## src/rtl/uart_txq_pkg.sv

```systemverilog
// Shared constants for the UART transmit queue: FSM encoding, defaults, helpers.
package uart_txq_pkg;

  localparam int unsigned DEFAULT_CLK_FREQ = 50_000_000;
  localparam int unsigned DEFAULT_BAUD     = 115_200;
  localparam int unsigned DEFAULT_DEPTH    = 16;

  localparam int unsigned BYTE_W  = 8;
  localparam int unsigned BIT_W   = 3;
  localparam int unsigned STATE_W = 2;

  localparam logic [STATE_W-1:0] ST_IDLE  = 2'd0;
  localparam logic [STATE_W-1:0] ST_START = 2'd1;
  localparam logic [STATE_W-1:0] ST_DATA  = 2'd2;
  localparam logic [STATE_W-1:0] ST_STOP  = 2'd3;

  localparam logic [BIT_W-1:0] LAST_DATA_BIT = 3'd7;

  // Counter width able to hold 0..n-1, never narrower than one bit.
  function automatic int unsigned cnt_width(input int unsigned n);
    return (n > 1) ? $clog2(n) : 1;
  endfunction

endpackage

```

## src/rtl/txq_fifo.sv

```systemverilog
// Single-clock byte FIFO with wrap-around pointers and an extra MSB for full/empty.
module txq_fifo
  import uart_txq_pkg::*;
#(
  parameter int unsigned DEPTH = DEFAULT_DEPTH,
  parameter int unsigned DW    = BYTE_W
) (
  input  logic                   clk_i,
  input  logic                   rst_ni,
  input  logic                   push_i,
  input  logic [DW-1:0]          data_i,
  input  logic                   pop_i,
  output logic [DW-1:0]          head_c_o,
  output logic                   full_o,
  output logic                   empty_o,
  output logic [$clog2(DEPTH):0] level_o
);

  localparam int unsigned AW = $clog2(DEPTH);
  localparam int unsigned PW = AW + 1;

  logic [DW-1:0] mem_q [DEPTH];
  logic [PW-1:0] wptr_q, wptr_d;
  logic [PW-1:0] rptr_q, rptr_d;
  logic [PW-1:0] level_q, level_d;
  logic          full_q, full_d;
  logic          empty_q, empty_d;
  logic          do_push_c;
  logic          do_pop_c;

  // Next pointers and status; full is judged on the pre-edge occupancy.
  always_comb begin
    do_push_c = push_i && !full_q;
    do_pop_c  = pop_i && !empty_q;
    wptr_d    = wptr_q + PW'(do_push_c);
    rptr_d    = rptr_q + PW'(do_pop_c);
    level_d   = wptr_d - rptr_d;
    empty_d   = (wptr_d == rptr_d);
    full_d    = (wptr_d[AW] != rptr_d[AW]) && (wptr_d[AW-1:0] == rptr_d[AW-1:0]);
  end

  // Pointer and status registers.
  always_ff @(posedge clk_i or negedge rst_ni) begin
    if (!rst_ni) begin
      wptr_q  <= '0;
      rptr_q  <= '0;
      level_q <= '0;
      full_q  <= 1'b0;
      empty_q <= 1'b1;
    end else begin
      wptr_q  <= wptr_d;
      rptr_q  <= rptr_d;
      level_q <= level_d;
      full_q  <= full_d;
      empty_q <= empty_d;
    end
  end

  // Storage array; contents are don't-care until written.
  always_ff @(posedge clk_i) begin
    if (do_push_c) begin
      mem_q[wptr_q[AW-1:0]] <= data_i;
    end
  end

  assign head_c_o = mem_q[rptr_q[AW-1:0]];
  assign full_o   = full_q;
  assign empty_o  = empty_q;
  assign level_o  = level_q;

endmodule

```

## src/rtl/uart_txq.sv

```systemverilog
// Bus-fed UART transmitter: byte FIFO drained by an 8N1 serializer.
module uart_txq
  import uart_txq_pkg::*;
#(
  parameter int unsigned CLK_FREQ = DEFAULT_CLK_FREQ,
  parameter int unsigned BAUD     = DEFAULT_BAUD,
  parameter int unsigned DEPTH    = DEFAULT_DEPTH
) (
  input  logic                   clk_i,
  input  logic                   rst_i,
  input  logic                   uartEn_i,
  input  logic                   uartWen_i,
  input  logic [7:0]             uartWData_i,
  output logic                   full_o,
  output logic                   empty_o,
  output logic [$clog2(DEPTH):0] level_o,
  output logic                   busy_o,
  output logic                   overflow_o,
  output logic                   uart_txd
);

  localparam int unsigned DIV = CLK_FREQ / BAUD;
  localparam int unsigned CW  = cnt_width(DIV);

  logic [STATE_W-1:0] state_q, state_d;
  logic [CW-1:0]      cnt_q, cnt_d;
  logic [BIT_W-1:0]   bit_q, bit_d;
  logic [BYTE_W-1:0]  shift_q, shift_d;
  logic               txd_q, txd_d;
  logic               busy_q, busy_d;
  logic               overflow_q, overflow_d;

  logic               wr_req_c;
  logic               pop_c;
  logic               bit_end_c;
  logic [BYTE_W-1:0]  head_c;
  logic               fifo_full;
  logic               fifo_empty;

  assign wr_req_c = uartEn_i && uartWen_i;

  txq_fifo #(
    .DEPTH (DEPTH),
    .DW    (BYTE_W)
  ) u_fifo (
    .clk_i    (clk_i),
    .rst_ni   (rst_i),
    .push_i   (wr_req_c),
    .data_i   (uartWData_i),
    .pop_i    (pop_c),
    .head_c_o (head_c),
    .full_o   (fifo_full),
    .empty_o  (fifo_empty),
    .level_o  (level_o)
  );

  // Serializer next state: each line bit is held for exactly DIV clocks.
  always_comb begin
    state_d   = state_q;
    cnt_d     = cnt_q;
    bit_d     = bit_q;
    shift_d   = shift_q;
    txd_d     = txd_q;
    pop_c     = 1'b0;
    bit_end_c = (cnt_q == CW'(DIV - 1));

    case (state_q)
      ST_IDLE: begin
        if (!fifo_empty) begin
          state_d = ST_START;
          pop_c   = 1'b1;
          shift_d = head_c;
          txd_d   = 1'b0;
          cnt_d   = '0;
        end
      end
      ST_START: begin
        if (bit_end_c) begin
          state_d = ST_DATA;
          cnt_d   = '0;
          bit_d   = '0;
          txd_d   = shift_q[0];
          shift_d = {1'b0, shift_q[BYTE_W-1:1]};
        end else begin
          cnt_d = cnt_q + CW'(1);
        end
      end
      ST_DATA: begin
        if (bit_end_c) begin
          cnt_d = '0;
          if (bit_q == LAST_DATA_BIT) begin
            state_d = ST_STOP;
            txd_d   = 1'b1;
          end else begin
            bit_d   = bit_q + BIT_W'(1);
            txd_d   = shift_q[0];
            shift_d = {1'b0, shift_q[BYTE_W-1:1]};
          end
        end else begin
          cnt_d = cnt_q + CW'(1);
        end
      end
      ST_STOP: begin
        if (bit_end_c) begin
          state_d = ST_IDLE;
          cnt_d   = '0;
        end else begin
          cnt_d = cnt_q + CW'(1);
        end
      end
      default: begin
        state_d = ST_IDLE;
        txd_d   = 1'b1;
      end
    endcase

    busy_d     = (state_d != ST_IDLE);
    overflow_d = overflow_q || (wr_req_c && fifo_full);
  end

  // Serializer and status registers; reset aborts any frame with the line high.
  always_ff @(posedge clk_i or negedge rst_i) begin
    if (!rst_i) begin
      state_q    <= ST_IDLE;
      cnt_q      <= '0;
      bit_q      <= '0;
      shift_q    <= '0;
      txd_q      <= 1'b1;
      busy_q     <= 1'b0;
      overflow_q <= 1'b0;
    end else begin
      state_q    <= state_d;
      cnt_q      <= cnt_d;
      bit_q      <= bit_d;
      shift_q    <= shift_d;
      txd_q      <= txd_d;
      busy_q     <= busy_d;
      overflow_q <= overflow_d;
    end
  end

  assign full_o     = fifo_full;
  assign empty_o    = fifo_empty;
  assign busy_o     = busy_q;
  assign overflow_o = overflow_q;
  assign uart_txd   = txd_q;

endmodule

```

## config.mk

```make
export PLATFORM = sky130hd
export DESIGN_NAME = uart_txq
export DESIGN_NICKNAME = d
export VERILOG_FILES = /design/src/rtl/uart_txq_pkg.sv /design/src/rtl/txq_fifo.sv /design/src/rtl/uart_txq.sv
export SDC_FILE = /design/constraint.sdc
export NUM_CORES = 1
export LEC_CHECK = 0
export BUFFER_PORTS_ARGS = -buffer_cell sky130_fd_sc_hd__buf_2
export CORE_AREA = 4 4 173 175
export CTS_BUF_LIST = sky130_fd_sc_hd__clkbuf_4 sky130_fd_sc_hd__clkbuf_8
export DETAILED_ROUTE_END_ITERATION = 6
export DIE_AREA = 0 0 177 179
export GPL_TIMING_DRIVEN = 0
export SYNTH_ARGS = -nofsm -noshare
export SYNTH_HDL_FRONTEND = slang
export SYNTH_SLANG_ARGS = --single-unit
```

## constraint.sdc

```tcl
create_clock -name clk_i -period 6.7 [get_ports clk_i]
set_input_delay 0.67 -clock clk_i [delete_from_list [all_inputs] [get_ports clk_i]]
set_output_delay 0.67 -clock clk_i [all_outputs]
set_load 0.01 [all_outputs]
```

# == Yosys cells after proc, flatten, opt, wreduce, memory -nomap -nowiden ==
# Memories as Yosys holds them, arrays and structs flattened.
# Cells that the tools add are included.
# classes
n_addsub,5
multipliers,0
div,0
order_cmp,0
eq_ne,12
shift,0
muxes,27
bitwise_logic,0
reduce_logical,16
# ops
cell,n
8-bit 2-to-1 mux,4
8-bit one-hot mux with 3 select lines,1
9-bit 2-to-1 mux,2
9-bit one-hot mux with 2 select lines,1
5-bit by 1-bit adder with 5-bit output,2
2-bit 2-to-1 mux,5
9-bit by 1-bit adder with 9-bit output (second input constant),1
9-bit == test (second input constant),1
3-bit 2-to-1 mux,3
1-bit 2-to-1 mux,8
2-bit inequality test (second input constant),4
2-bit one-hot mux with 4 select lines,1
4-bit AND reduction,2
3-bit one-hot mux with 2 select lines,1
5-bit == test,1
1-bit logical AND,5
5-bit AND reduction,1
5-bit subtractor,1
2-bit == test (second input constant),2
4-bit == test,1
2-bit nonzero test,2
3-bit by 1-bit adder with 3-bit output (second input constant),1
3-bit == test (second input constant),1
1-bit one-hot mux with 3 select lines,1
7 further kinds,8
# word_totals
ff_bits,42
latchBits,0
mem_bits_rw,128
mem_bits_ro,0
elab_cells,73
mem_count,1
# memory_table
name,words,word_bits,read_ports,rd_ports_with_merged_regs,wr,line_no,text
u_fifo.mem_q,16,8,1,0,1,txq_fifo.sv:22,logic [DW-1:0] mem_q [DEPTH];

# == Logic depth before layout (Yosys ltp) ==
# Gate-level depths: netlist (run 1).
# depth
depth_word,6
depth_mapped,11
ltp_nobuf,11

# == Modules after synthesis ==
# Synthesis (run 1) repeated with hierarchy kept, for this count alone.
# hier_totals
cells_unflattened,489
hier_area_um2,7462.2
# by_module_without_submodules
mod,n_inst,cells_each,area_each_um2,seq_area_each_um2
txq_fifo,1,338,5948.2,4270.3
uart_txq,1,151,1514.0,626.9

# == Worst setup path before layout (run 1) ==
# No wires, ideal clock.
# synth_timing
path_type,input -> register
start,in uartEn_i
end,"reg u_fifo.level_q[4], in the netlist u_fifo.level_o[4]"
setup_time_ns,0.128
arrival_ns,2.572
t_required_ns,6.572
path_slack_ns,3.999
stages,10
path_buffers,0
path_cell_list,nand2_1 > nor2_1 > ha_1 > ha_1 > xnor2_1 > ha_1 > a21oi_1 > maj3_1 > maj3_1 > xnor2_1
# synth_via
elab_chain_cells,4
# synth_lines
item,line_no,text
start: declaration,uart_txq.sv:11,"input logic uartEn_i,"
1-bit logical AND,uart_txq.sv:40,assign wr_req_c = uartEn_i && uartWen_i;
1-bit logical AND,txq_fifo.sv:33,do_push_c = push_i && !full_q;
5-bit by 1-bit adder with 5-bit output,txq_fifo.sv:35,wptr_d = wptr_q + PW'(do_push_c);
net u_fifo.wptr_d[1],txq_fifo.sv:23,"logic [PW-1:0] wptr_q, wptr_d;"
5-bit subtractor,txq_fifo.sv:37,level_d = wptr_d - rptr_d;
net u_fifo.level_d[4],txq_fifo.sv:25,"logic [PW-1:0] level_q, level_d;"
end signal: assignment,txq_fifo.sv:53,level_q <= level_d;
end: declaration,txq_fifo.sv:25,
# The timed path passes the listed nets, and every way through them passes these cells.
# A chain may end at the register's enable or synchronous reset.

# == Final worst setup path (run 1) ==
# layout_timing
start,reg state_q[0]
end,"reg u_fifo.level_q[4], in the netlist u_fifo.level_o[4]"
# layout_via
elab_chain_cells,5
# layout_lines
item,line_no,text
start: declaration,uart_txq.sv:25,"logic [STATE_W-1:0] state_q, state_d;"
start signal: assignment,uart_txq.sv:132,state_q <= state_d;
2-bit logical NOT,uart_txq.sv:67,case (state_q)
1-bit 2-to-1 mux,uart_txq.sv:67,
1-bit logical AND,txq_fifo.sv:34,do_pop_c = pop_i && !empty_q;
5-bit by 1-bit adder with 5-bit output,txq_fifo.sv:36,rptr_d = rptr_q + PW'(do_pop_c);
net u_fifo.rptr_d[1],txq_fifo.sv:24,"logic [PW-1:0] rptr_q, rptr_d;"
5-bit subtractor,txq_fifo.sv:37,
net u_fifo.level_d[4],txq_fifo.sv:25,
# The timed path passes the listed nets, and every way through them passes these cells.

==> results.md, run 1 <==
- Status: completed
- Layout fillers: 2870
- Main flop type after synthesis: edfxtp_1
- Via Count: 3670
- DIE HEIGHT: 179 um
- First-pass GRT wire length: 21800 um
- Worst R2R Setup Slack: 3830 ps
- Most common cell after layout, fill and taps aside: edfxtp_1
- Crit share post-route: 42.9%
- Max-Cap Viols: 0
- Net Count, Synth: 451
- Startpoint types: flop
- Die Wd: 177 um
- Final wirelength: 13800 um
- Worst setup margin: 3830 ps
- Gr ovfl total: 0
- Slowest-stage cell, CP: dfrtp_1
- Post-CTS resize count: 0
- # IOs: 22
- Gr usage total: 9.22%
- Routed wire per std cell: 16.0 um
- Final Hold Fails: 0
- Clock buffer count from CTS: 17
- RSZ-0062 raised after global routing: false
- FF/Latch Area: 0.00490 mm2
- Sequential-to-total area share from yosys stat: 69.9%
- Slew margin rel.: 14.5%
- Kind of critical path: flop to flop
- Slew Viols, Final: 0
- Mapped cell area: 0.00701 mm2
- Initial core utilization: 24.6%
- WP data required: 7040 ps
- Leak: 0.00275 uW
- CORE AREA: 0.0285 mm2
- RR Endpoint: u_fifo.level_o[4]$_DFF_PN0_
- Setup slack at placement: 3670 ps
- Synth async-reset ratio: 24.7%
- Largest net degree at the start of global routing: 43
- Path depth of the worst reg2reg path: 11
- Vias in the first global route: 3829
- Cts hold-fix bufs: 0
- Setup Viol. Count Final: 0
- Initial antenna violation count: 0
- Share of cells above drive strength 1: 21.8%
- Cell repeated most along the worst path: ha_1
- EDFF count, synth: 128
- Pre-Repair DR Iteration Count: 4
- Skew-Pair Late Insertion Delay: 460 ps
- Via/cell ratio: 4.26
- Most frequent cells in the layout: edfxtp_1, dfrtp_1, mux4_2, nor2_1, buf_2
- FP Rows: 62
- Post-CTS setup buffer count: 0
- DRC: 0
- Worst r2r src: state_q[0]$_DFF_PN0_
- FMAX: 0.348 GHz
- P&R area growth vs syn: 13.9%
- Clock buffer depth: 2
- CTS tree: built
- Placed wire-length estimate: 9270 um
- Yosys reg bits: 170
- YS warnings: 0
- CP peak stage delay: 440 ps
- Setup Skew: 19.5 ps
- Post-layout min period: 2870 ps
- Non-filler cells in the finished layout: 862
- Setup_tns: 0 ps
- Routed Antenna Nets: 0
- DIE AREA: 0.0317 mm2
- Worst vdd ir: 126 uV
- Reg clk slew, reported paths: 100 ps
- Gate Count Post-Synth: 425
- Synth unique cells: 47
- P per Cell Area: 276 mW/mm2
- CP max FO: 8
- First DRT Iteration DRCs: 360
- Pwr Total: 2200 uW
- Placed cells: 830
- Hold WC Path Type: primary input to asynchronous set/reset pin
- CTS Sinks: 170
- Multi-input gate area: 0.00197 mm2
- Crit path capture type: flop
- Cell-by-cell trace of the critical path: inv_1 > ha_1 > nand3b_1 > inv_1 > ha_1 > xnor2_1 > ha_1 > a21oi_1 > maj3_1 > maj3_1 > xnor2_1
- Antenna fix cells: 0
- Gpl congestion: 0.779
- Measured slew at the worst slew-check pin: 1270 ps
- Nets: 491
- Clock root cell: clkbuf_8
- CTS H-tree depth: 4
- Worst EP arrival: 3220 ps
- Syn avg cell area: 16.5 um2
- Port buffer count: 21
- Core Util, Final: 28.0%
## final cells by class
type / instances / share of cell area (%)
Buffer: 18 / 1.22
Clock buffer: 18 / 3.02
Clock inverter: 14 / 1.85
Inverter: 13 / 0.611
Multi-Input combinational cell: 224 / 24.6
Sequential cell: 170 / 61.3
Tap cell: 384 / 6.02
Timing Repair Buffer: 21 / 1.32
## state kept, by name, indices dropped and copies added (netlist names)
name / flops
shift_q: 8
state_q: 2
busy_o: 1
bit_q: 3
u_fifo.full_o: 1
overflow_o: 1
cnt_q: 9
u_fifo.empty_o: 1
u_fifo.mem_q: 128
u_fifo.rptr_q: 5
u_fifo.wptr_q: 5
u_fifo.level_o: 5
uart_txd: 1
## per-stage QoR
| stage | hold WS [ps] | area (um2) |
|---|---|---|
| 2_1_floorplan | 374 | 7010 |
| 3_3_place_gp | 449 | 7600 |
| 3_5_place_dp | 454 | 7600 |
| 4_1_cts | 366 | 7990 |
| 5_1_grt | 432 | 7990 |
| 6_report | 364 | 7990 |
## worst max path at each step
stage                               from                           to  slack (ps)  cells after the start
floorplan                       uartEn_i  u_fifo.level_o[4]$_DFF_PN0_        4000                     10
global placement                uartEn_i  u_fifo.level_o[4]$_DFF_PN0_        3700                     11
detailed placement              uartEn_i  u_fifo.level_o[4]$_DFF_PN0_        3670                     11
CTS                 state_q[0]$_DFF_PN0_  u_fifo.level_o[4]$_DFF_PN0_        3800                     11
global route        state_q[0]$_DFF_PN0_  u_fifo.level_o[4]$_DFF_PN0_        3610                     11
finish              state_q[0]$_DFF_PN0_  u_fifo.level_o[4]$_DFF_PN0_        3830                     11
## cell usage after synthesis, types with 3 or more instances
master    number  area, um2
a21oi_1       25        125
xor2_1         7       61.3
maj3_1         3       30.0
edfxtp_1     128       3840
ha_1          14        175
inv_1         13       48.8
xnor2_1        8       70.1
nand2b_1       4       25.0
o21ai_0       18       90.1
nand3_1        7       35.0
buf_2          5       25.0
nor2_1        28        105
dfrtp_1       40       1000
nand3b_1       3       22.5
nor3_1         5       25.0
mux4_2        32        721
and3_1         5       31.3
nand2_1       22       82.6
clkbuf_1       6       22.5
a22oi_1       16        120
## critical path, delay by kind of cell, from the launching register on
| family | cells | cell delay [ps] |
|---|---|---|
| xor+xnor | 2 | 370 |
| fa+ha+maj | 5 | 1540 |
| compound gates | 1 | 60 |
| simple gates | 1 | 150 |
| flops | 1 | 440 |
| buf+inv | 2 | 200 |
## metal layers
layer / global-route usage, % / part of all wire (%) / vias up
met5: 0 / 0 / -
met1: 11.7 / 44 / 1853
met4: 3.68 / 2.0 / 0
li1: - / - / 1726
met2: 15.0 / 49 / 74
met3: 2.61 / 5.1 / 17
## report_power, final
part           total [uW]  internal, uW  switching [uW]
Sequential           1240          1220            27.4
Combinational         260          99.3             161
Clock                 700           283             417
## cells by family after synthesis
family | count (synthesis) | synth area share, %
flops | 170 | 69.9
simple gates | 85 | 6.12
compound gates | 72 | 6.41
mux | 35 | 10.7
buf+inv | 31 | 2.09
fa+ha+maj | 17 | 2.93
xor+xnor | 15 | 1.87
Note: power is estimated with default switching activity, not from simulation.
==> run 2: changes to the inputs <==
Clock period 6.7 ns to 2.91 ns, I/O delays scaled along.
==> run 2 against run 1 <==
Against the previous run:
- setup slack worse by 3600 ps
- register-to-register slack worse by 3600 ps
- combinational power rose by 130%
- largest cell class unchanged
==> results.md, run 2 (synthesis gave the netlist of run 1 again) <==
- Status: completed
- Max reg flops: 128 (unchanged)
- Reg clk slew, reported paths: 90 ps (about the same)
- Setup Viol. Count Final: 0 (unchanged)
- Worst setup margin: 188 ps (-3640 ps)
- Setup_tns: 0 ps (unchanged)
- Gpl congestion: 0.779 (unchanged)
- First-pass GRT wire length: 21800 um (unchanged)
- DIE AREA: 0.0317 mm2 (unchanged)
- Vias in the first global route: 3829 (unchanged)
- WHS Endpoint: overflow_o$_DFF_PN0_
- Worst vdd ir: 292 uV (+130%)
- Hold Path Origin: uartWen_i
- Post-layout min period: 2720 ps (-152 ps)
- Crit share post-route: 93.5% (+51 points)
- Initial core utilization: 24.6% (unchanged)
- Hold WC Path Type: primary input to flop
- P&R area growth vs syn: 14.2%
- # IOs: 22 (unchanged)
- Pre-Repair DR Iteration Count: 4 (unchanged)
- Placed wire-length estimate: 9270 um (unchanged)
- Slowest-stage cell, CP: dfrtp_1
- Largest net degree at the start of global routing: 43 (unchanged)
- FMAX: 0.367 GHz (+5.6%)
- Setup Skew: 17.8 ps (-1.73 ps)
- Top Family by Delay on Critical Path: adder cells
- FP Rows: 62 (unchanged)
- Core Util, Final: 28.1% (+0.079 points)
- Area after DPL: 0.00760 mm2 (unchanged)
- WP data required: 3250 ps (-3790 ps)
- Final wirelength: 13800 um (+0.26%)
- Clock buffer depth: 2 (unchanged)
- CTS H-tree depth: 4 (unchanged)
- Most common cell after layout, fill and taps aside: edfxtp_1
- Cell-by-cell trace of the critical path: inv_1 > ha_4 > nand3b_1 > inv_1 > ha_1 > xnor2_1 > ha_1 > a21oi_1 > maj3_1 > maj3_1 > xnor2_1
- Min Hold Slack: 85.8 ps (-279 ps)
- Routed wire per std cell: 16.0 um (+0.14%)
- CORE AREA: 0.0285 mm2 (unchanged)
- Crit path capture type: flop
- CTS tree: built
- Worst EP arrival: 3070 ps (-150 ps)
- Nets: 492 (+0.20%)
- Most frequent cells in the layout: edfxtp_1, dfrtp_1, mux4_2, nor2_1, buf_2
- First DRT Iteration DRCs: 334 (-7.2%)
- CP peak stage delay: 440 ps (about the same)
- Gr usage total: 9.22% (unchanged)
- Design Area, Final: 0.00801 mm2 (+0.28%)
- Clock buffer count from CTS: 17 (unchanged)
- Path depth of the worst reg2reg path: 11 (unchanged)
- Clock root cell: clkbuf_8
- Slew Viols, Final: 0 (unchanged)
- DIE HEIGHT: 179 um (unchanged)
- Kind of critical path: flop to flop
- Setup slack at placement: 43.3 ps (-3620 ps)
- DRC: 0 (unchanged)
- Share of cells above drive strength 1: 21.9% (+0.16 points)
- Port buffer count: 21 (unchanged)
- Hold Crit Depth: 2
- Leak: 0.00276 uW (+0.18%)
- Worst r2r src: state_q[0]$_DFF_PN0_
- RR Endpoint: u_fifo.level_o[4]$_DFF_PN0_
- Measured slew at the worst slew-check pin: 1270 ps (-2.01 ps)
- CTS Sinks: 170 (unchanged)
- P per Cell Area: 634 mW/mm2 (+130%)
- Via Count: 3660 (-0.27%)
- Final Hold Fails: 0 (unchanged)
- RSZ-0062 raised after global routing: false
- Slew margin rel.: 14.7% (+0.14 points)
- Gr ovfl total: 0 (unchanged)
- Die Wd: 177 um (unchanged)
- Initial antenna violation count: 0 (unchanged)
- Antenna fix cells: 0 (unchanged)
- Worst R2R Setup Slack: 190 ps (-3640 ps)
- Routed Antenna Nets: 0 (unchanged)
- Startpoint types: flop
- Max-Cap Viols: 0 (unchanged)
- Via/cell ratio: 4.24 (-0.39%)
- CP max FO: 8 (unchanged)
- Skew-Pair Late Insertion Delay: 460 ps (about the same)
- Critical path buffers and inverters: 2 (unchanged)
-- run 2: timing repair --
item,CTS,global route
hold buffers,1,0
endpoints found under the hold margin,34,0
setup endpoints to repair,0,1
setup buffers,0,0
gates resized for setup,0,2
-- run 2: final cells by class --
| cell class | count | area (um2) |
|---|---|---|
| clock inverter | 14 | 148 |
| sequential | 170 | 4900 |
| inverter | 13 | 48.8 |
| clock buffer | 18 | 241 |
| timing repair buffer | 22 | 115 |
| fill | 2868 | 20500 |
| buffer | 18 | 97.6 |
| tap | 384 | 480 |
| multi-input combinational | 224 | 1980 |
-- run 2: per-layer routing --
metal,up-vias,track usage [%],share of wire (%)
li1,1727,-,-
met1,1841,11.7,42
met2,76,15.0,50
met3,16,2.59,5.8
met4,0,3.68,1.4
met5,-,0,0
-- run 2: power breakdown --
part	internal (uW)	switching [uW]	total, uW
Clock	652	963	1610
Sequential	2800	62.6	2860
Combinational	229	371	600
-- run 2: stage by stage --
step	total power, uW	instances
after floorplan	3300	425
after CTS	5150	863
after global placement	3520	830
after detailed placement	3530	830
after global routing	5320	863
final	5080	863
-- run 2: how the worst max path moves through the flow --
stage                               from                     endpoint  slack (ps)  cells past startpoint
CTS                 state_q[0]$_DFF_PN0_  u_fifo.level_o[4]$_DFF_PN0_          10                     11
floorplan           state_q[0]$_DFF_PN0_  u_fifo.level_o[4]$_DFF_PN0_         350                     11
global route        state_q[0]$_DFF_PN0_  u_fifo.level_o[4]$_DFF_PN0_           3                     11
detailed placement  state_q[0]$_DFF_PN0_  u_fifo.level_o[4]$_DFF_PN0_          40                     11
finish              state_q[0]$_DFF_PN0_  u_fifo.level_o[4]$_DFF_PN0_         190                     11
global placement    state_q[0]$_DFF_PN0_  u_fifo.level_o[4]$_DFF_PN0_          40                     11
-- run 2: worst register-to-register path: stages (launching register included) --
cell	delay, ps
dfrtp_1	440
inv_1	170
ha_4	220
nand3b_1	110
inv_1	70
ha_1	250
xnor2_1	240
ha_1	180
a21oi_1	60
maj3_1	360
maj3_1	380
xnor2_1	130
